File: src/rtl/instr_mem_pkg.sv
// rtl/instr_mem_pkg.sv - shared constants and sizing helpers for the instruction memory
package instr_mem_pkg;

    localparam logic [1:0] FAULT_OK       = 2'b00;
    localparam logic [1:0] FAULT_MISALIGN = 2'b01;
    localparam logic [1:0] FAULT_OOR      = 2'b10;

    localparam logic [31:0] NOP_WORD_DEFAULT = 32'h0000_0000;

    // Number of byte-offset bits inside one instruction word.
    function automatic int off_bits(input int data_w);
        return $clog2(data_w / 8);
    endfunction

    function automatic int idx_bits(input int depth);
        return (depth > 1) ? $clog2(depth) : 1;
    endfunction

endpackage

File: src/rtl/instr_mem_sync_if.sv
// rtl/instr_mem_sync_if.sv - fetch, response, flush and program-load signals of the instruction memory
interface instr_mem_sync_if #(
    parameter int DATA_W = 32,
    parameter int ADDR_W = 32
);
    logic              req_valid;
    logic              req_ready;
    logic [ADDR_W-1:0] req_addr;
    logic              rsp_valid;
    logic              rsp_ready;
    logic [DATA_W-1:0] rsp_instr;
    logic [1:0]        rsp_fault;
    logic              flush;
    logic              wr_en;
    logic [ADDR_W-1:0] wr_addr;
    logic [DATA_W-1:0] wr_data;
    logic              wr_err;

    modport master (
        output req_valid, req_addr, rsp_ready, flush, wr_en, wr_addr, wr_data,
        input  req_ready, rsp_valid, rsp_instr, rsp_fault, wr_err
    );

    modport slave (
        input  req_valid, req_addr, rsp_ready, flush, wr_en, wr_addr, wr_data,
        output req_ready, rsp_valid, rsp_instr, rsp_fault, wr_err
    );

endinterface

File: src/rtl/instr_mem_array.sv
// rtl/instr_mem_array.sv - word storage with one write port and one registered write-first read port
module instr_mem_array #(
    parameter int DATA_W = 32,
    parameter int DEPTH  = 64,
    parameter int IDX_W  = 6
) (
    input  logic              clk,
    input  logic              wr_en,
    input  logic [IDX_W-1:0]  wr_idx,
    input  logic [DATA_W-1:0] wr_data,
    input  logic              rd_en,
    input  logic [IDX_W-1:0]  rd_idx,
    output logic [DATA_W-1:0] rd_data
);

    logic [DATA_W-1:0] mem [DEPTH];

    // Contents are deliberately not reset so a loaded program survives a core reset.
    always_ff @(posedge clk) begin
        if (wr_en) begin
            mem[wr_idx] <= wr_data;
        end
        if (rd_en) begin
            rd_data <= (wr_en && (wr_idx == rd_idx)) ? wr_data : mem[rd_idx];
        end
    end

endmodule

File: src/rtl/instr_mem_sync.sv
// rtl/instr_mem_sync.sv - synchronous instruction memory with fetch handshake, fault codes and flush
module instr_mem_sync
    import instr_mem_pkg::*;
#(
    parameter int                DATA_W   = 32,
    parameter int                DEPTH    = 64,
    parameter int                ADDR_W   = 32,
    parameter logic [DATA_W-1:0] NOP_WORD = DATA_W'(NOP_WORD_DEFAULT)
) (
    input  logic            clk,
    input  logic            rst_n,
    instr_mem_sync_if.slave bus
);

    localparam int OFF_W = off_bits(DATA_W);
    localparam int IDX_W = idx_bits(DEPTH);

    function automatic logic [1:0] addr_fault(input logic [ADDR_W-1:0] addr);
        logic [ADDR_W-1:0] word_idx;
        logic [1:0]        code;
        word_idx = addr >> OFF_W;
        code     = FAULT_OK;
        if (addr[OFF_W-1:0] != '0) begin
            code = code | FAULT_MISALIGN;
        end
        if (word_idx >= ADDR_W'(DEPTH)) begin
            code = code | FAULT_OOR;
        end
        return code;
    endfunction

    logic              rsp_valid_q;
    logic [1:0]        rsp_fault_q;
    logic              rsp_from_mem_q;
    logic              wr_err_q;
    logic [DATA_W-1:0] rd_data;

    logic [1:0]        req_fault;
    logic [1:0]        wr_fault;
    logic              req_ready;
    logic              accept;
    logic              rd_en;
    logic              wr_ok;
    logic              wr_bad;

    always_comb begin
        req_fault = addr_fault(bus.req_addr);
        wr_fault  = addr_fault(bus.wr_addr);
        req_ready = rst_n && !bus.flush && (!rsp_valid_q || bus.rsp_ready);
        accept    = bus.req_valid && req_ready;
        rd_en     = accept && (req_fault == FAULT_OK);
        wr_ok     = rst_n && bus.wr_en && (wr_fault == FAULT_OK);
        wr_bad    = rst_n && bus.wr_en && (wr_fault != FAULT_OK);
    end

    instr_mem_array #(
        .DATA_W (DATA_W),
        .DEPTH  (DEPTH),
        .IDX_W  (IDX_W)
    ) u_array (
        .clk     (clk),
        .wr_en   (wr_ok),
        .wr_idx  (bus.wr_addr[OFF_W +: IDX_W]),
        .wr_data (bus.wr_data),
        .rd_en   (rd_en),
        .rd_idx  (bus.req_addr[OFF_W +: IDX_W]),
        .rd_data (rd_data)
    );

    // The array's read register holds the fetched word; faulting fetches select NOP_WORD instead.
    always_ff @(posedge clk) begin
        if (!rst_n) begin
            rsp_valid_q    <= 1'b0;
            rsp_fault_q    <= FAULT_OK;
            rsp_from_mem_q <= 1'b0;
            wr_err_q       <= 1'b0;
        end else begin
            wr_err_q <= wr_bad;
            if (accept) begin
                rsp_valid_q    <= 1'b1;
                rsp_fault_q    <= req_fault;
                rsp_from_mem_q <= (req_fault == FAULT_OK);
            end else if (bus.flush || bus.rsp_ready) begin
                rsp_valid_q <= 1'b0;
            end
        end
    end

    assign bus.req_ready = req_ready;
    assign bus.rsp_valid = rsp_valid_q;
    assign bus.rsp_fault = rsp_fault_q;
    assign bus.rsp_instr = rsp_from_mem_q ? rd_data : NOP_WORD;
    assign bus.wr_err    = wr_err_q;

endmodule

File: src/flat_wrapper.sv
// flat-port wrapper written by rule: the top's interface ports become plain ports
module instr_mem_sync_flat import instr_mem_pkg::*;
#(
    parameter int                DATA_W   = 32,
    parameter int                DEPTH    = 64,
    parameter int                ADDR_W   = 32,
    parameter logic [DATA_W-1:0] NOP_WORD = DATA_W'(NOP_WORD_DEFAULT)
)
  (clk, rst_n, bus_req_valid, bus_req_addr, bus_rsp_ready, bus_flush, bus_wr_en, bus_wr_addr, bus_wr_data, bus_req_ready, bus_rsp_valid, bus_rsp_instr, bus_rsp_fault, bus_wr_err);
  instr_mem_sync_if #(.DATA_W(DATA_W), .ADDR_W(ADDR_W)) bus_i ();
  input  logic clk;
  input  logic rst_n;
  input wire logic [$bits(bus_i.req_valid)-1:0] bus_req_valid;
  input wire logic [$bits(bus_i.req_addr)-1:0] bus_req_addr;
  input wire logic [$bits(bus_i.rsp_ready)-1:0] bus_rsp_ready;
  input wire logic [$bits(bus_i.flush)-1:0] bus_flush;
  input wire logic [$bits(bus_i.wr_en)-1:0] bus_wr_en;
  input wire logic [$bits(bus_i.wr_addr)-1:0] bus_wr_addr;
  input wire logic [$bits(bus_i.wr_data)-1:0] bus_wr_data;
  output wire logic [$bits(bus_i.req_ready)-1:0] bus_req_ready;
  output wire logic [$bits(bus_i.rsp_valid)-1:0] bus_rsp_valid;
  output wire logic [$bits(bus_i.rsp_instr)-1:0] bus_rsp_instr;
  output wire logic [$bits(bus_i.rsp_fault)-1:0] bus_rsp_fault;
  output wire logic [$bits(bus_i.wr_err)-1:0] bus_wr_err;
  assign bus_i.req_valid = bus_req_valid;
  assign bus_i.req_addr = bus_req_addr;
  assign bus_i.rsp_ready = bus_rsp_ready;
  assign bus_i.flush = bus_flush;
  assign bus_i.wr_en = bus_wr_en;
  assign bus_i.wr_addr = bus_wr_addr;
  assign bus_i.wr_data = bus_wr_data;
  assign bus_req_ready = bus_i.req_ready;
  assign bus_rsp_valid = bus_i.rsp_valid;
  assign bus_rsp_instr = bus_i.rsp_instr;
  assign bus_rsp_fault = bus_i.rsp_fault;
  assign bus_wr_err = bus_i.wr_err;
  instr_mem_sync #(.DATA_W(DATA_W), .DEPTH(DEPTH), .ADDR_W(ADDR_W), .NOP_WORD(NOP_WORD)) u_core (.clk(clk), .rst_n(rst_n), .bus(bus_i));
endmodule
File: config.mk
export PLATFORM = sky130hd
export DESIGN_NAME = instr_mem_sync_flat
export DESIGN_NICKNAME = d
export VERILOG_FILES = /design/src/rtl/instr_mem_pkg.sv /design/src/rtl/instr_mem_sync_if.sv /design/src/rtl/instr_mem_array.sv /design/src/rtl/instr_mem_sync.sv /design/src/flat_wrapper.sv
export SDC_FILE = /design/constraint.sdc
export NUM_CORES = 2
export LEC_CHECK = 0
export BUFFER_PORTS_ARGS = -buffer_cell sky130_fd_sc_hd__buf_2
export CAP_MARGIN = 0
export CELL_PAD_IN_SITES_DETAIL_PLACEMENT = 1
export CELL_PAD_IN_SITES_GLOBAL_PLACEMENT = 1
export CORE_ASPECT_RATIO = 1.25
export CORE_UTILIZATION = 50
export DETAILED_ROUTE_END_ITERATION = 7
export PLACE_DENSITY = 0.82
export SLEW_MARGIN = 20
export SYNTH_ARGS = -nofsm -noshare
export SYNTH_HDL_FRONTEND = slang
export SYNTH_SLANG_ARGS = --single-unit
File: constraint.sdc
create_clock -name clk -period 8.47 [get_ports clk]
set_clock_uncertainty 0.2 [all_clocks]
set_input_delay 0.4235 -clock clk [delete_from_list [all_inputs] [get_ports clk]]
set_output_delay 0.4235 -clock clk [all_outputs]
set_load 0.01 [all_outputs]
==> results.toml <==
[cells_and_area]
layout.nets = 4278
fin_util = 0.565
syn2layout_area_growth_pct = 12.3
register_area_um2 = 62600
layout-drive-gt1-share = 0.208
multi_input_area_um2 = 17100
nFillCells = 13679

[sta]
worst_pin_slew_ps = 1140
tns_ps = 0
whs_ps = -12.3
relSlewSlack = 0.238
finalHoldViolations = 14
min_period_ps = 4060
finalSetupViolCount = 0
rsz0062_at_grt = "no"
max_freq_ghz = 0.246
finalCritPeriodShare = 0.479
slew_violations = 0

[yosys]
synthTopCellsByArea = "edfxtp_1 78%, mux4_2 7.9%, mux2i_1 5.8%"
synthTopCellsByCount = "2080 x edfxtp_1, 466 x mux2i_1, 281 x mux4_2"
yosysTopAreaCellShare = 0.776
synth_area_per_cell_um2 = 20.5
synth_seq_cells = 2085
synth_nets = 4027
yosysTopAreaCell = "edfxtp_1"
synth-edff-count = 2080
synth_warnings = 0
synth_cell_types = 56
yosysMostFrequentCell = "edfxtp_1"
netlist_area_um2 = 80500
yosysSeqAreaShare = 0.777
synthFlopType = "edfxtp_1"
synth_cells = 3925
async_flop_share = 0

[cts]
cts_root_buf = "clkbuf_16"
htree_levels = 4
clkSlewWorstSetupHoldPaths_ps = 70
cts.path.max_buffers = 3
clkSinkCount = 2085
cts_tree = "yes"
numCtsBuffers = 186
insertion_delay_ps = 850
cts.repair.resized = 0

[floorplan]
io-pin-count = 139
floorplan.initialDensity = 0.504
fp.coreArea_um2 = 160000
die_h_um = 451
row_count = 164
chipWidth_um = 361
die_area_um2 = 163000

[grt]
grt_pass1_wl_um = 360000
grtUsageTotal = 0.317
grt_pass1_vias = 46812
grt_max_degree = 93
grt_overflow_total = 0
antenna_found_initial = 21

[flow_run]
drv_cap = 0

[critical_path]
critical-path-top-delay-family = "buffers and inverters"
cp_common_cell = "buf_4"
crit_buf_inv = 3
slowest_stage = "or3b_2"
cp.required_ps = 8850
reg2reg_depth = 6
crit_fanout = 68
cp.arrival_ps = 4440
slowest_delay_ps = 800
startpoint_type = "primary input"
cp-end-kind = "flop"
crit_cells = 8
cp_cell_sequence = "buf_8 > buf_4 > or3b_2 > buf_4 > o221ai_1 > a221oi_1 > o311ai_1 > mux2_2"
crit_type = "primary input to flop"

[routing]
drt_iter0_drc = 7063
drt-pass1-iter-count = 7
post_drt_wl_per_cell_um = 40.5
drc = 0
vias = 44883
ant_nets = 0
route.final.wire_length_um = 260000
vias_per_cell = 7.00

[worst_hold_path]
min_path_type = "primary input to flop"
holdPathStages = 1

[placement]
dpl.hpwl_um = 135000
place_congestion = 0.833
port_buffers = 138

[pwr]
switching_share = 0.221
p_int_mw = 16.3
clockPowerShare = 0.410
ir_drop_mv = 0.192
switching_power_mw = 4.65
pwr-share-seq = 0.541
combPwrFrac = 0.049
total_leakage_power_nw = 29.2
p_per_area_nw_per_um2 = 232

[status]
status = "finished, violations left"
violations = "negative hold slack"
==> stage by stage <==
step           total power, mW  std cells  cell area [um^2]  setup slack (ps)
6_report                  21.0       6415             90300              4410
5_1_grt                   21.3       6411             90300              4450
4_1_cts                   20.9       6395             90100              4220
3_5_place_dp              12.5       6031             84000              3570
3_3_place_gp              12.5       6030             83900              3760
2_1_floorplan             12.1       3925             80500              4270
==> cells by family after synthesis <==
logic type / after synthesis / synth area share
flip-flops: 2085 / 0.777
multiplexers: 760 / 0.138
AO/OA/AOI/OAI: 488 / 0.0442
AND/OR/NAND/NOR: 352 / 0.0217
buffers and inverters: 234 / 0.0178
XOR/XNOR: 6 / 0.000653
==> layout by cell type, fill, tap and decap left out, types with 46 or more instances in the layout <==
| master | n |
|---|---|
| a21oi_1 | 67 |
| a211oi_1 | 50 |
| nand3_1 | 74 |
| a22oi_1 | 217 |
| buf_4 | 142 |
| clkbuf_16 | 188 |
| nor2_4 | 65 |
| buf_2 | 112 |
| edfxtp_1 | 2080 |
| mux2i_1 | 466 |
| nand2_1 | 46 |
| mux4_2 | 281 |
==> per-layer routing <==
layer	GRT usage	wire, um	vias up
li1	-	-	16861
met1	0.384	86000	23061
met2	0.514	126000	3984
met3	0.0737	29700	955
met4	0.203	18500	22
met5	0	145	-
==> timing repair <==
| action | in CTS | in global routing |
|---|---|---|
| hold buffers | 17 | 15 |
| setup buffers | 0 | 0 |
| endpoints found under the setup margin | 0 | 0 |
| hold endpoints to repair | 148 | 214 |
==> state kept, by name (all words and copies together) (netlist names) <==
register,flops
u_core.u_array.mem,2048
u_core.u_array.rd_data,32
u_core.bus.wr_err,1
u_core.bus.rsp_valid,1
u_core.bus.rsp_fault,2
u_core.rsp_from_mem_q,1
==> power groups by stage <==
| stage | Combinational, mW | Clock (mW) | Sequential (mW) |
|---|---|---|---|
| 2_1_floorplan | 0.526 | 0 | 11.6 |
| 3_3_place_gp | 0.907 | 0 | 11.6 |
| 3_5_place_dp | 0.956 | 0 | 11.6 |
| 4_1_cts | 0.987 | 8.60 | 11.3 |
| 5_1_grt | 1.04 | 8.90 | 11.3 |
| 6_report | 1.02 | 8.61 | 11.3 |
==> worst reg2reg max path, delay by kind of cell, from the launching register on <==
| kind | cells | cell delay [ps] |
|---|---|---|
| AOI/OAI and AO/OA | 5 | 1570 |
| DFF | 1 | 390 |
| muxes | 1 | 480 |
==> area by class of cell <==
class,instances,area share
timing repair buffer,295,0.0234
clock inverter,116,0.0126
clock buffer,231,0.0539
multi-input combinational,1606,0.189
tap,2075,0.0287
antenna,5,0.000138
sequential,2085,0.692
inverter,2,0.0000831
==> worst paths after layout <==
kind	startpoint	to	slack (ps)
worst min register to register	u_core.bus.rsp_fault[1]	u_core.bus.rsp_fault[1]	440
worst max register to register	u_core.u_array.mem[50][15]	u_core.u_array.rd_data[15]	5550
worst max-delay path	bus_req_addr[4]	u_core.u_array.rd_data[16]	4410
worst min-delay path	bus_wr_data[25]	u_core.u_array.mem[55][25]	-10
No activity file was read; power rests on OpenSTA's default activity.
